===== config.mk =====
export PLATFORM = sky130hd
export DESIGN_NAME = query_result_handler
export DESIGN_NICKNAME = d
export VERILOG_FILES = /design/src/rtl/query_result_handler.sv
export SDC_FILE = /design/constraint.sdc
export NUM_CORES = 1
export LEC_CHECK = 0
export CORE_ASPECT_RATIO = 0.75
export CORE_MARGIN = 5
export CORE_UTILIZATION = 48
export CTS_CLUSTER_SIZE = 8
export DETAILED_ROUTE_END_ITERATION = 16
export HOLD_SLACK_MARGIN = 0.06
export PLACE_DENSITY = 0.76
export RECOVER_POWER = 25
export SKIP_LAST_GASP = 1
export SYNTH_ARGS = -nofsm -noshare
export SYNTH_HDL_FRONTEND = slang
export SYNTH_SLANG_ARGS = --single-unit

===== constraint.sdc =====
create_clock -name clk -period 6.93 [get_ports clk]
set_input_delay 0.693 -clock clk [delete_from_list [all_inputs] [get_ports clk]]
set_output_delay 0.693 -clock clk [all_outputs]
set_load 0.02 [all_outputs]

===== src/rtl/query_result_handler.sv =====
// Snapshots per-window match counts, streams every window at or above THRESHOLD
// over valid/ready, and reports the best window, a match tally and a done strobe.
module query_result_handler #(
    parameter int NUM_WINDOWS = 16,
    parameter int ID_W        = 4,
    parameter int COUNT_W     = 8,
    parameter int THRESHOLD   = 4
) (
    input  logic                           clk,
    input  logic                           reset,
    input  logic [NUM_WINDOWS*COUNT_W-1:0] countBus,
    input  logic                           queryDone,
    output logic                           outValid,
    input  logic                           outReady,
    output logic [ID_W-1:0]                outWindowID,
    output logic [COUNT_W-1:0]             outCount,
    output logic                           busy,
    output logic                           done,
    output logic                           bestValid,
    output logic [ID_W-1:0]                bestWindowID,
    output logic [COUNT_W-1:0]             bestCount,
    output logic [ID_W:0]                  numMatches
);

    typedef enum logic [1:0] {
        IDLE = 2'd0,
        SCAN = 2'd1,
        EMIT = 2'd2,
        DONE = 2'd3
    } state_t;

    localparam logic [ID_W-1:0]    LAST_IDX = ID_W'(NUM_WINDOWS - 1);
    localparam logic [COUNT_W-1:0] THRESH   = COUNT_W'(THRESHOLD);

    state_t               state_r;
    logic [COUNT_W-1:0]   snap_r [NUM_WINDOWS];
    logic [ID_W-1:0]      idx_r;

    logic [COUNT_W-1:0]   cur_count_s;
    logic                 is_cand_s;
    logic                 is_last_s;
    logic                 beats_best_s;

    // Strict greater-than keeps the lowest windowID among equal counts.
    function automatic logic improves_best(input logic [COUNT_W-1:0] cand,
                                           input logic [COUNT_W-1:0] best,
                                           input logic               have_best);
        return (!have_best) || (cand > best);
    endfunction

    // Decode the window currently addressed by the scan index.
    always_comb begin
        cur_count_s  = snap_r[idx_r];
        is_cand_s    = (cur_count_s >= THRESH);
        is_last_s    = (idx_r == LAST_IDX);
        beats_best_s = improves_best(cur_count_s, bestCount, bestValid);
    end

    // Scan FSM with all outputs registered.
    always_ff @(posedge clk or posedge reset) begin
        if (reset) begin
            state_r      <= IDLE;
            idx_r        <= {ID_W{1'b0}};
            outValid     <= 1'b0;
            outWindowID  <= {ID_W{1'b0}};
            outCount     <= {COUNT_W{1'b0}};
            busy         <= 1'b0;
            done         <= 1'b0;
            bestValid    <= 1'b0;
            bestWindowID <= {ID_W{1'b0}};
            bestCount    <= {COUNT_W{1'b0}};
            numMatches   <= {(ID_W+1){1'b0}};
            for (int i = 0; i < NUM_WINDOWS; i++) begin
                snap_r[i] <= {COUNT_W{1'b0}};
            end
        end else begin
            case (state_r)
                IDLE: begin
                    done <= 1'b0;
                    if (queryDone) begin
                        for (int i = 0; i < NUM_WINDOWS; i++) begin
                            snap_r[i] <= countBus[i*COUNT_W +: COUNT_W];
                        end
                        idx_r        <= {ID_W{1'b0}};
                        bestValid    <= 1'b0;
                        bestWindowID <= {ID_W{1'b0}};
                        bestCount    <= {COUNT_W{1'b0}};
                        numMatches   <= {(ID_W+1){1'b0}};
                        busy         <= 1'b1;
                        state_r      <= SCAN;
                    end else begin
                        state_r <= IDLE;
                    end
                end
                SCAN: begin
                    if (is_cand_s) begin
                        outWindowID <= idx_r;
                        outCount    <= cur_count_s;
                        outValid    <= 1'b1;
                        numMatches  <= numMatches + (ID_W+1)'(1);
                        if (beats_best_s) begin
                            bestWindowID <= idx_r;
                            bestCount    <= cur_count_s;
                        end else begin
                            bestWindowID <= bestWindowID;
                            bestCount    <= bestCount;
                        end
                        bestValid <= 1'b1;
                        state_r   <= EMIT;
                    end else if (is_last_s) begin
                        done    <= 1'b1;
                        state_r <= DONE;
                    end else begin
                        idx_r   <= idx_r + ID_W'(1);
                        state_r <= SCAN;
                    end
                end
                EMIT: begin
                    if (outReady) begin
                        outValid <= 1'b0;
                        if (is_last_s) begin
                            done    <= 1'b1;
                            state_r <= DONE;
                        end else begin
                            idx_r   <= idx_r + ID_W'(1);
                            state_r <= SCAN;
                        end
                    end else begin
                        state_r <= EMIT;
                    end
                end
                DONE: begin
                    done    <= 1'b0;
                    busy    <= 1'b0;
                    state_r <= IDLE;
                end
                default: begin
                    outValid <= 1'b0;
                    done     <= 1'b0;
                    busy     <= 1'b0;
                    state_r  <= IDLE;
                end
            endcase
        end
    end

endmodule


Yosys cells after proc, flatten, opt, wreduce, memory -nomap -nowiden --
Cells that the tools add are included. W data, S select, Z words.
Storage, ports and cells: flip-flop bits (word level) 167, word-level logic and storage cells 92
Cells by class: $add $sub $neg 2, $lt $le $gt $ge 3, equal/unequal tests 9, mux-type cells 34, bitwise gates (word level) 1, reduce and logical (&&, ||, !) cells 16
Operator list (count):
- $mux W8 | 5
- $bmux W8 S4 | 1
- $mux W4 | 6
- $pmux W8 S2 | 1
- $pmux W4 S3 | 1
- $mux W5 | 2
- $ne A2 B2 Y1 const B | 5
- $pmux W5 S2 | 1
- $ge A8 B3 Y1 const B | 1
- $gt A8 B8 Y1 | 1
- $mux W1 | 8
- $pmux W2 S4 | 1
- $pmux W4 S2 | 1
- $reduce_and A2 Y1 | 4
- $reduce_and A4 Y1 | 2
- $mux W2 | 3
- $pmux W1 S2 | 3
- $reduce_and A3 Y1 | 2
- $reduce_bool A2 Y1 | 3
- $add A5 B1 Y5 const B | 1
- $ge A5 B5 Y1 const B | 1
- $not A4 Y5 | 1
- $add A4 B1 Y4 const B | 1
- $eq A2 B2 Y1 const B | 2
- other kinds (8) | 8

Depth between registers and ports, before layout --
Gate-level depths: netlist of the first run.
depth after elaboration 9, gate-level depth with buffers 17, depth with buffers taken out 12

Least setup slack after synthesis of the first run --
OpenSTA, ideal clock, no wires.
kind reg-to-reg, start register idx_r[0], end register bestWindowID[0], arrival 4.130 ns, data required time 6.863 ns, path slack 2.733 ns, cell stages (with the launch flop) 17, path buffers 5, period minus slack after synthesis 4.197 ns, path through dfrtp_1 > buf_6 > buf_6 > buf_2 > buf_1 > mux4_2 > mux4_2 > ha_1 > nor2b_1 > o21a_1 > o21a_1 > o21a_1 > o21bai_1 > a211oi_1 > nor2b_1 > clkbuf_1 > a22o_1
Between the ends: word-level cells in the longest chain between the ends 8, elaborated cells between the ends (all ways) 13, those cells by class 2 x order compare; 2 x eq/ne; 6 x mux; 1 x bitwise; 2 x reduce/logical
Ends and longest elaborated chain:
- start, declared | RTL line 37 | logic [ID_W-1:0] idx_r;
- start signal, assigned | RTL line 63 | idx_r <= {ID_W{1'b0}};
- start signal, assigned | RTL line 84 | idx_r <= {ID_W{1'b0}};
- start signal, assigned | RTL line 114 | idx_r <= idx_r + ID_W'(1);
- $not A4 Y5 (not written as such) (*) | RTL line 53 | cur_count_s = snap_r[idx_r];
- $bmux W8 S4 (*) | RTL line 53
- $mux W8 (not written as such) (*) (2 in series) | RTL line 53
- via cur_count_s[1] | RTL line 39 | logic [COUNT_W-1:0] cur_count_s;
- $gt A8 B8 Y1 | RTL line 48 | return (!have_best) || (cand > best);
- $logic_or A1 B1 Y1 | RTL line 48
- $ne A2 B2 Y1 (no line)
- $reduce_and A4 Y1 (no line) (*)
- end signal, assigned | RTL line 70 | bestWindowID <= {ID_W{1'b0}};
- end signal, assigned | RTL line 86 | bestWindowID <= {ID_W{1'b0}};
- end signal, assigned | RTL line 102 | bestWindowID <= idx_r;
- end, declared | RTL line 20 | output logic [ID_W-1:0] bestWindowID,
The timed path passes the listed nets; every way through them passes the cells marked *. The select of a mux whose other input is x is not followed. A chain may end at the register's enable or synchronous reset.

==> flow_metrics.tcl, run 1 <==
set metrics [dict create \
    run_status "complete, but fails checks" \
    violated_checks "capacitance limit, slew limit" \
    grt_use_met1_pct 27.40 \
    yosys_register_bits 167 \
    h-tree-depth 4 \
    post-synth-top-area-fraction_pct 54.31 \
    cp_num_buf_inv 3 \
    final.hold.worst_slack_ns 0.4891 \
    post_dp_cell_area_mm2 0.009487 \
    synth_largest_area_cell "sky130_fd_sc_hd__dfrtp_1" \
    netlist_instances 536 \
    timing.clock.skew_ns 0.007876 \
    timing.critical_path.from_type "primary input" \
    synth_nets 682 \
    clockBufferDepth 2 \
    fin_crit_ns 4.658 \
    grt_use_met3_pct 8.147 \
    max_freq_mhz 214.7 \
    floorplan.die.width_um 156.2 \
    drt_drc_violations_left 0 \
    post_synth_most_frequent_cells "sky130_fd_sc_hd__dfrtp_1 (167), sky130_fd_sc_hd__mux2_2 (133), sky130_fd_sc_hd__mux4_2 (34)" \
    path_clk_slew_ns 0.06 \
    cts.root.buffer_cell "sky130_fd_sc_hd__clkbuf_16" \
    synth-async-reset-ratio_pct 100.0 \
    synth_enable_flop_cells 0 \
    layout.cell_area.non_filler_mm2 0.01010 \
    nFillCells 1133 \
    post-cts-setup-buffers 0 \
    fin_nets 837 \
    rsz0062_at_grt "no" \
    core_mm2 0.01587 \
    cts-resized-gates 0 \
    fin_tns_setup_ns 0 \
    critical-path-max-stage-delay_ns 2.80 \
    cp_data_arrival_time_ns 5.06 \
    cp_top_family "buffers and inverters" \
    drt_wl_total_um 18370 \
    post_synth_instance_area_mm2 0.007695 \
    gp_congestion 0.8846 \
    busiest_layer "met2" \
    placementRows 40 \
    die-height_um 119.7 \
    global_route_wire_length_before_repair_um 29420 \
    warnings_synthesis 0 \
    cellLeakagePower_uw 0.004193 \
    worst_skew_pair.late_latency_ns 0.42 \
    num_vias 5039 \
    largest_net_degree_at_the_start_of_global_routing 107 \
    area_growth_pct 31.28 \
    total_power_uw 4634 \
    detail_route.first_pass.iterations 4 \
    timing.final.max_slew_violations 107 \
    timing.hold.worst.class "reg2reg" \
    setup_viol_count_final 0 \
    hold_fix_buffers_at_cts 0 \
    most_frequent_cell_after_synthesis "sky130_fd_sc_hd__dfrtp_1" \
    yosysSeqAreaShare_pct 54.31 \
    hold_viol 0 \
    floorplan.initialDensity_pct 48.50 \
    max_cap_viol_count 1 \
    cts_tree "yes" \
    ant_nets 0 \
    tritoncts.num_buffers 17 \
    worst-path-max-fanout 106 \
    avgSynthCellArea_um2 14.36 \
    buffer_ports.inserted 164 \
    yosys.cell_types.count 41 \
    drtIter0Drc 254 \
    critical_path_required_ns 7.33 \
    detailed_place_hpwl_um 13470 \
    grt_antenna_before_repair 2 \
    grtUsageMet2_pct 31.84 \
    drive_gt1_share_pct 29.06 \
    design.portCount 165 \
    worst_slew_margin_rel_pct -167.7 \
    remaining_global_route_overflow 0 \
    cp-end-kind "async pin" \
    timing.critical_path.cells "dlygate4sd3_1, inv_1, buf_4" \
    ys.flop_type "sky130_fd_sc_hd__dfrtp_1" \
    netlist_top_cells_area "sky130_fd_sc_hd__dfrtp_1 (54%), sky130_fd_sc_hd__mux2_2 (19%), sky130_fd_sc_hd__mux4_2 (10%), sky130_fd_sc_hd__ha_1 (2.3%), sky130_fd_sc_hd__a22o_1 (1.5%)" \
    post_drt_via_cell_ratio 5.525 \
    critPathSlowestCell "sky130_fd_sc_hd__inv_1" \
    grt_usage_pct 20.41 \
    ir_worst_vdd_mv 0.2283 \
    die-area_mm2 0.01869 \
    fin_crit_sh_pct 67.21 \
    power_density_mw_per_mm2 458.7 \
    clock_sinks 167 \
    first_global_vias 5502 \
    criticalPathCategory "in2async" \
    wl_per_cell_um 20.14 \
    slew_of_the_pin_with_the_lowest_slew_margin_ns 4.016 \
    diodes 0 \
]
per-layer routing:
metal / up-vias / part of all wire, % / wire length, µm
li1: 2289 / - / -
met1: 2564 / 42 / 7708
met2: 169 / 48 / 8902
met3: 13 / 8.7 / 1605
met4: 4 / 0.67 / 123
met5: - / 0.14 / 26
path summary, 6_finish.rpt:
kind	startpoint	endpoint	slack, ns	cells past startpoint
min	outWindowID[3]	outWindowID[3]	0.49	1
min in group asynchronous	reset	snap_r[91]	2.23	2
min reg2reg	outWindowID[3]	outWindowID[3]	0.49	1
max reg2reg	idx_r[1]	bestCount[5]	2.46	11
max in group clk	idx_r[1]	bestCount[5]	2.46	11
max	reset	idx_r[1]	2.27	3
through the flow:
step	utilization [%]	worst slack, ns	std cells
floorplan	-	1.719	536
global placement	59.80	2.621	882
detailed placement	59.80	2.482	882
CTS	63.71	2.485	912
global route	63.68	1.249	912
finish	63.68	2.272	912
layout make-up:
class / instances / area, µm² / share of cell area, %
well taps: 210 / 262.8 / 2.601
repair buffers: 167 / 1664 / 16.47
flip-flops and latches: 167 / 4182 / 41.39
clock buffers: 22 / 474.2 / 4.694
inverters: 15 / 56.30 / 0.5573
multi-input cells: 323 / 3317 / 32.83
clock inverters: 8 / 146.4 / 1.449
cells by family after synthesis:
kind of cell / share of synthesized area, %
AOI/OAI and AO/OA: 5.285
buffers and inverters: 2.683
DFF: 54.31
adders and majority gates: 2.276
and+or+nand+nor: 4.602
muxes: 30.85
sequential cells by signal, summed over array words and instances (netlist names):
signal and cells:
snap_r 128, bestCount 8, outCount 8, numMatches 5, bestWindowID 4, idx_r 4
outWindowID 4, state_r 2, bestValid 1, busy 1, done 1, outValid 1
where the power goes:
part           switching, µW  internal [µW]  leakage [µW]  total, µW
Clock                    364            627      0.000302        992
Combinational            792           1060       0.00189       1850
Sequential               351           1440       0.00200       1790
Total                   1510           3130       0.00419       4630
worst reg2reg max path: cells and delay by family, from the launching register on:
| kind | cells | cell delay [ns] |
|---|---|---|
| flip-flops | 1 | 1.04 |
| AO/OA/AOI/OAI | 6 | 1.21 |
| adder cells (fa/ha/maj) | 1 | 0.31 |
| multiplexers | 2 | 1.14 |
| AND/OR/NAND/NOR | 2 | 0.72 |
cells in the final DEF, fill, tap and decap left out, types with 2 or more instances in the layout:
cell type	synthesis	final
sky130_fd_sc_hd__a21o_1	4	4
sky130_fd_sc_hd__clkinv_2	0	2
sky130_fd_sc_hd__and3_1	4	4
sky130_fd_sc_hd__nand2b_1	3	3
sky130_fd_sc_hd__ha_1	14	14
sky130_fd_sc_hd__a21oi_1	9	9
sky130_fd_sc_hd__nor2_1	11	11
sky130_fd_sc_hd__a31oi_1	3	3
sky130_fd_sc_hd__mux4_2	34	34
sky130_fd_sc_hd__mux2_2	133	133
sky130_fd_sc_hd__clkbuf_16	0	17
sky130_fd_sc_hd__nand4_1	2	2
sky130_fd_sc_hd__mux2i_1	11	11
sky130_fd_sc_hd__nand3_1	11	11
sky130_fd_sc_hd__dfrtp_2	0	2
sky130_fd_sc_hd__dfrtp_1	167	165
sky130_fd_sc_hd__inv_1	15	15
sky130_fd_sc_hd__o21a_1	3	3
sky130_fd_sc_hd__buf_4	1	3
sky130_fd_sc_hd__o21ai_0	14	14
sky130_fd_sc_hd__nand2_1	24	23
sky130_fd_sc_hd__clkdlybuf4s50_1	0	163
sky130_fd_sc_hd__or3_1	2	2
sky130_fd_sc_hd__clkbuf_1	19	2
sky130_fd_sc_hd__a22o_1	13	13
sky130_fd_sc_hd__a22oi_1	2	2
sky130_fd_sc_hd__bufinv_16	0	4
sky130_fd_sc_hd__a211oi_1	4	4
sky130_fd_sc_hd__nor2b_1	8	8
sky130_fd_sc_hd__clkbuf_8	0	3
Power figures use the tool's default switching activity.
==> run 2: changes to the inputs <==
==> constraint.sdc (replaced) <==
create_clock -name clk -period 4.6 [get_ports clk]
set_input_delay 0.46 -clock clk [delete_from_list [all_inputs] [get_ports clk]]
set_output_delay 0.46 -clock clk [all_outputs]
set_load 0.02 [all_outputs]
==> run 2 against run 1 <==
Net effect: the run still ends with capacitance limit, slew limit left; first-iteration DRC count grew 17%; non-clock buffer count is 6 higher; clock skew increased by 0.0035 ns; die area did not move; worst setup slack worse by 1.7 ns; cell area up 0.74%; via count increased by 1.5%; combinational power rose by 55%; sequential power grew 50%; clock power increased by 53%; sequential share of layout area down 0.31 points; critical path depth rose by 9; largest power group unchanged.
==> flow_metrics.tcl, run 2 (same netlist as run 1, synthesis figures left out) <==
set metrics [dict create \
    run_status "complete, but fails checks" \
    violated_checks "capacitance limit, slew limit" \
    drt_wl_total_um 18520 \
    slew_of_the_pin_with_the_lowest_slew_margin_ns 2.235 \
    critPathSlowestCell "sky130_fd_sc_hd__dfrtp_2" \
    diodes 0 \
    max_freq_mhz 247.1 \
    drt_drc_violations_left 0 \
    buffer_ports.inserted 164 \
    cts-resized-gates 0 \
    fin_tns_setup_ns 0 \
    detailed_place_hpwl_um 13610 \
    max_cap_viol_count 1 \
    global_route_wire_length_before_repair_um 30130 \
    cts_tree "yes" \
    area_growth_pct 32.26 \
    h-tree-depth 4 \
    remaining_global_route_overflow 0 \
    largest_reg_flops 128 \
    dpl.cell_count 888 \
    drtIter0Drc 297 \
    worst_setup_path_startpoint "idx_r[1]" \
    biggestRegsByFlops "snap_r (128), bestCount (8), outCount (8)" \
    timing.final.max_slew_violations 168 \
    first_global_vias 5602 \
    floorplan.die.width_um 156.2 \
    timing.critical_path.from_type "flip-flop" \
    pre_cts_worst_setup_slack_ns 0.5957 \
    design.portCount 165 \
    largest_net_degree_at_the_start_of_global_routing 168 \
    floorplan.initialDensity_pct 48.50 \
    placementRows 40 \
    fin_nets 843 \
    post_drt_via_cell_ratio 5.562 \
    hold_depth 1 \
    layout_common_cells "sky130_fd_sc_hd__dfrtp_1 (165), sky130_fd_sc_hd__clkdlybuf4s50_1 (163), sky130_fd_sc_hd__mux2_2 (133)" \
    fin_crit_ns 4.047 \
    core_mm2 0.01587 \
    criticalPathCategory "reg2reg" \
    num_vias 5117 \
    grt_antenna_before_repair 2 \
    power_density_mw_per_mm2 694.6 \
    final.hold.worst_slack_ns 0.4867 \
    critical_path.reg2reg.startpoint "idx_r[1]" \
    ant_nets 0 \
    timing.final.ws_setup_ns 0.5527 \
    gp_congestion 0.8672 \
    drive_gt1_share_pct 29.86 \
    path_clk_slew_ns 0.06 \
    die-area_mm2 0.01869 \
    cts.root.buffer_cell "sky130_fd_sc_hd__clkbuf_16" \
    critical-path-max-stage-delay_ns 0.68 \
    total_power_uw 7069 \
    worst_slew_margin_rel_pct -49.02 \
    hold_viol 0 \
    setup_viol_count_final 0 \
    timing.clock.skew_ns 0.01139 \
    nFillCells 1147 \
    tritoncts.num_buffers 17 \
    timing.critical_path.cells "buf_4, mux4_2, mux4_2, ha_1, nor2b_1, o21a_1, o21a_1, o21a_1, o21bai_1, a211oi_1, nor2b_1, a22o_1" \
    post-cts-setup-buffers 0 \
    wl_per_cell_um 20.13 \
    fin_crit_sh_pct 87.99 \
    clockBufferDepth 2 \
    most_common_cell_after_layout_fill_and_taps_aside "sky130_fd_sc_hd__dfrtp_1" \
    top_register "snap_r" \
    hold_start "outCount[6]" \
    clock_sinks 167 \
    worst-path-max-fanout 16 \
    detail_route.first_pass.iterations 4 \
    final_cell_count_no_fill 920 \
    timing.hold.worst.class "reg2reg" \
    worst_skew_pair.late_latency_ns 0.42 \
    hold_fix_buffers_at_cts 0 \
    cp-end-kind "flip-flop" \
    cellLeakagePower_uw 0.004233 \
    rr_worst_depth 12 \
    ir_worst_vdd_mv 0.3227 \
    most_used_cell_along_the_critical_path "sky130_fd_sc_hd__o21a_1" \
    grt_usage_pct 20.90 \
    die-height_um 119.7 \
    rsz0062_at_grt "no" \
    critical_path_required_ns 4.95 \
    cp_data_arrival_time_ns 4.40 \
]
## run 2: metrics by stage
stage | utilization [%] | cell area [µm²]
finish | 64.15 | 10180
global route | 64.15 | 10180
CTS | 64.23 | 10190
detailed placement | 60.23 | 9555
global placement | 60.23 | 9555
floorplan | - | 7699
## run 2: critical path, delay by kind of cell (launching register included)
| family | cells | cell delay [ns] |
|---|---|---|
| compound gates | 6 | 1.17 |
| mux | 2 | 0.82 |
| simple gates | 2 | 0.73 |
| flops | 1 | 0.68 |
| fa+ha+maj | 1 | 0.31 |
| buf+inv | 1 | 0.27 |
## run 2: area by class of cell
cell class / instances / area (µm²) / share of cell area (%)
Inverter: 15 / 60.06 / 0.5901
Timing Repair Buffer: 173 / 1722 / 16.92
Sequential cell: 167 / 4182 / 41.09
Clock buffer: 24 / 491.7 / 4.832
Clock inverter: 8 / 142.6 / 1.402
Multi-Input combinational cell: 323 / 3317 / 32.59
Tap cell: 210 / 262.8 / 2.582
## run 2: where the power goes
part	total [µW]	internal, µW	switching (µW)
clock network	1520	965	554
logic	2870	1620	1250
registers	2680	2180	504
total	7070	4760	2310
## run 2: metal layers
metal	vias up	global-route usage [%]	part of all wire [%]	routed length, µm
li1	2307	-	-	-
met1	2612	26.61	41	7559
met2	170	34.39	49	9136
met3	24	7.390	8.4	1551
met4	4	5.203	1.3	248
met5	-	0	0.11	21
## run 2: path summary, 6_finish.rpt
kind                                        end  slack (ns)
worst min register to register      outCount[6]        0.49
min in group asynchronous           snap_r[107]        1.30
worst max-delay path            bestWindowID[1]        0.55
worst min-delay path                outCount[6]        0.49
worst max register to register  bestWindowID[1]        0.55
max in group asynchronous              idx_r[1]        1.68
==> run 3: changes to the inputs <==
--- a/config.mk
+++ b/config.mk
@@ -10,7 +10,7 @@
 export CORE_UTILIZATION = 48
 export CTS_CLUSTER_SIZE = 8
 export DETAILED_ROUTE_END_ITERATION = 16
-export HOLD_SLACK_MARGIN = 0.06
+export GPL_TIMING_DRIVEN = 0
 export PLACE_DENSITY = 0.76
 export RECOVER_POWER = 25
 export SKIP_LAST_GASP = 1
==> run 3 against run 2 <==
Net effect: the run still ends with capacitance limit, slew limit left; maximum frequency down 3.9%; non-clock buffer count up 24; critical endpoint is now bestCount[3]; via count grew 1.7%; critical path depth rose by 2; register-to-register slack lost 0.16 ns; combinational power grew 7%; worst hold slack got worse by 0.0074 ns; utilization grew 0.48 points; global-route usage grew 1.3 points; flip-flop and latch count unchanged.
==> flow_metrics.tcl, run 3 (same netlist as run 1, synthesis figures left out) <==
set metrics [dict create \
    run_status "complete, but fails checks" \
    violated_checks "capacitance limit, slew limit" \
    largest_reg_flops 128 \
    worst-path-max-fanout 10 \
    path_clk_slew_ns 0.06 \
    global_route_wire_length_before_repair_um 31600 \
    timing.clock.skew_ns 0.004741 \
    setup_viol_count_final 0 \
    drt_wl_total_um 19510 \
    top_register "snap_r" \
    detailed_place_hpwl_um 15110 \
    drive_gt1_share_pct 29.56 \
    dpl.cell_count 914 \
    critical_path_required_ns 4.91 \
    cts.root.buffer_cell "sky130_fd_sc_hd__clkbuf_16" \
    buffer_ports.inserted 164 \
    cp_data_arrival_time_ns 4.52 \
    worst_skew_pair.late_latency_ns 0.42 \
    max_freq_mhz 237.5 \
    cp-end-kind "flip-flop" \
    core_mm2 0.01587 \
    worst-r2r-setup-slack_ns 0.39 \
    worst_slew_margin_rel_pct -58.07 \
    rsz0062_at_grt "no" \
    die-height_um 119.7 \
    utilization_pct 64.63 \
    fin_crit_sh_pct 91.51 \
    power_density_mw_per_mm2 686.4 \
    wl_per_cell_um 20.67 \
    post-cts-setup-buffers 0 \
    clockBufferDepth 2 \
    nFillCells 1160 \
    gp_congestion 0.8388 \
    detail_route.first_pass.iterations 5 \
    clock_sinks 167 \
    cts_tree "yes" \
    ant_nets 0 \
    criticalPathCategory "reg2reg" \
    cellLeakagePower_uw 0.004268 \
    timing.critical_path.from_type "flip-flop" \
    largest_net_degree_at_the_start_of_global_routing 45 \
    layout_common_cells "sky130_fd_sc_hd__dfrtp_1 (167), sky130_fd_sc_hd__clkdlybuf4s50_1 (163), sky130_fd_sc_hd__mux2_2 (133)" \
    timing.hold.worst.class "reg2reg" \
    hold_viol 0 \
    placementRows 40 \
    tritoncts.num_buffers 17 \
    floorplan.initialDensity_pct 48.50 \
    slew_of_the_pin_with_the_lowest_slew_margin_ns 2.371 \
    drt_drc_violations_left 0 \
    area_growth_pct 33.25 \
    grt_usage_pct 22.17 \
    ir_worst_vdd_mv 0.3368 \
    post_drt_via_cell_ratio 5.512 \
    timing.final.max_slew_violations 41 \
    first_global_vias 5836 \
    max_cap_viol_count 1 \
    final_cell_count_no_fill 944 \
    num_vias 5203 \
    diodes 0 \
    design.portCount 165 \
    grt_antenna_before_repair 2 \
    remaining_global_route_overflow 0 \
    biggestRegsByFlops "snap_r (128), bestCount (8), outCount (8)" \
    fin_crit_ns 4.210 \
    drtIter0Drc 309 \
    most_common_cell_after_layout_fill_and_taps_aside "sky130_fd_sc_hd__dfrtp_1" \
    h-tree-depth 4 \
    die-area_mm2 0.01869 \
    fin_nets 867 \
    floorplan.die.width_um 156.2 \
]
[run 3: changes by cell type in the layout (fill, tap and decap cells not counted), sizes merged]
| cell | before | now |
|---|---|---|
| buf | 8 | 14 |
| bufinv | 4 | 2 |
| clkbuf | 25 | 42 |
| clkinv | 3 | 6 |
[run 3: final timing paths]
check	startpoint	end	cells after the start
min reg2reg	outWindowID[3]	outWindowID[3]	1
max reg2reg	idx_r[2]	bestCount[3]	14
min in group asynchronous	reset	snap_r[107]	2
min	outWindowID[3]	outWindowID[3]	1
max in group asynchronous	reset	snap_r[50]	3
max	idx_r[2]	bestCount[3]	14
[run 3: area by class of cell]
class | instances | area (µm²) | area share (%)
Sequential cell | 167 | 4179 | 40.76
Clock buffer | 23 | 488.0 | 4.759
Multi-Input combinational cell | 323 | 3317 | 32.35
Timing Repair Buffer | 168 | 1705 | 16.63
Clock inverter | 9 | 97.59 | 0.9518
Buffer | 29 | 146.4 | 1.428
Inverter | 15 | 57.56 | 0.5613
Tap cell | 210 | 262.8 | 2.563
[run 3: power breakdown]
part | internal (µW) | leakage, µW | total [µW] | switching [µW]
registers | 2170 | 0.00201 | 2560 | 385
clock network | 851 | 0.000292 | 1410 | 558
logic | 1650 | 0.00197 | 3070 | 1420
total | 4670 | 0.00427 | 7040 | 2370
[run 3: metal layers]
metal	part of all wire [%]	vias up	wire (µm)	GRT usage [%]
met3	7.1	17	1385	6.164
li1	-	2342	-	-
met4	1.1	4	212	5.203
met5	0.14	-	27	0
met2	48	167	9379	35.36
met1	44	2673	8507	30.53
[run 3: repair_timing]
item	4_1_cts	5_1_grt
gates resized for setup	4	4
hold buffers	0	0
setup endpoints to repair	12	9
cloned	0	0
pin swaps	0	0
[run 3: stage by stage]
| stage | hold WS, ns | setup WS (ns) | setup TNS (ns) | cell area (µm²) | power [µW] |
|---|---|---|---|---|---|
| 2_1_floorplan | 0.4739 | 0.4032 | 0 | 7699 | 4629 |
| 3_3_place_gp | 0.4611 | -0.4108 | -3.811 | 9603 | 5472 |
| 3_5_place_dp | 0.4725 | -0.4576 | -4.352 | 9683 | 5646 |
| 4_1_cts | 0.4228 | 0.07624 | 0 | 10280 | 7076 |
| 5_1_grt | 0.5010 | 0.1517 | 0 | 10250 | 7486 |
| 6_report | 0.4793 | 0.3903 | 0 | 10250 | 7039 |
[run 3: worst max-delay path: stages (launching register included)]
cell	delay, ns
sky130_fd_sc_hd__dfrtp_1	0.43
sky130_fd_sc_hd__buf_2	0.32
sky130_fd_sc_hd__buf_2	0.32
sky130_fd_sc_hd__buf_1	0.48
sky130_fd_sc_hd__mux4_2	0.64
sky130_fd_sc_hd__ha_1	0.31
sky130_fd_sc_hd__nor2b_1	0.14
sky130_fd_sc_hd__o21a_1	0.16
sky130_fd_sc_hd__o21a_1	0.16
sky130_fd_sc_hd__o21a_1	0.17
sky130_fd_sc_hd__o21bai_1	0.17
sky130_fd_sc_hd__a211oi_2	0.15
sky130_fd_sc_hd__nor2b_1	0.19
sky130_fd_sc_hd__clkbuf_2	0.19
sky130_fd_sc_hd__a22o_1	0.26
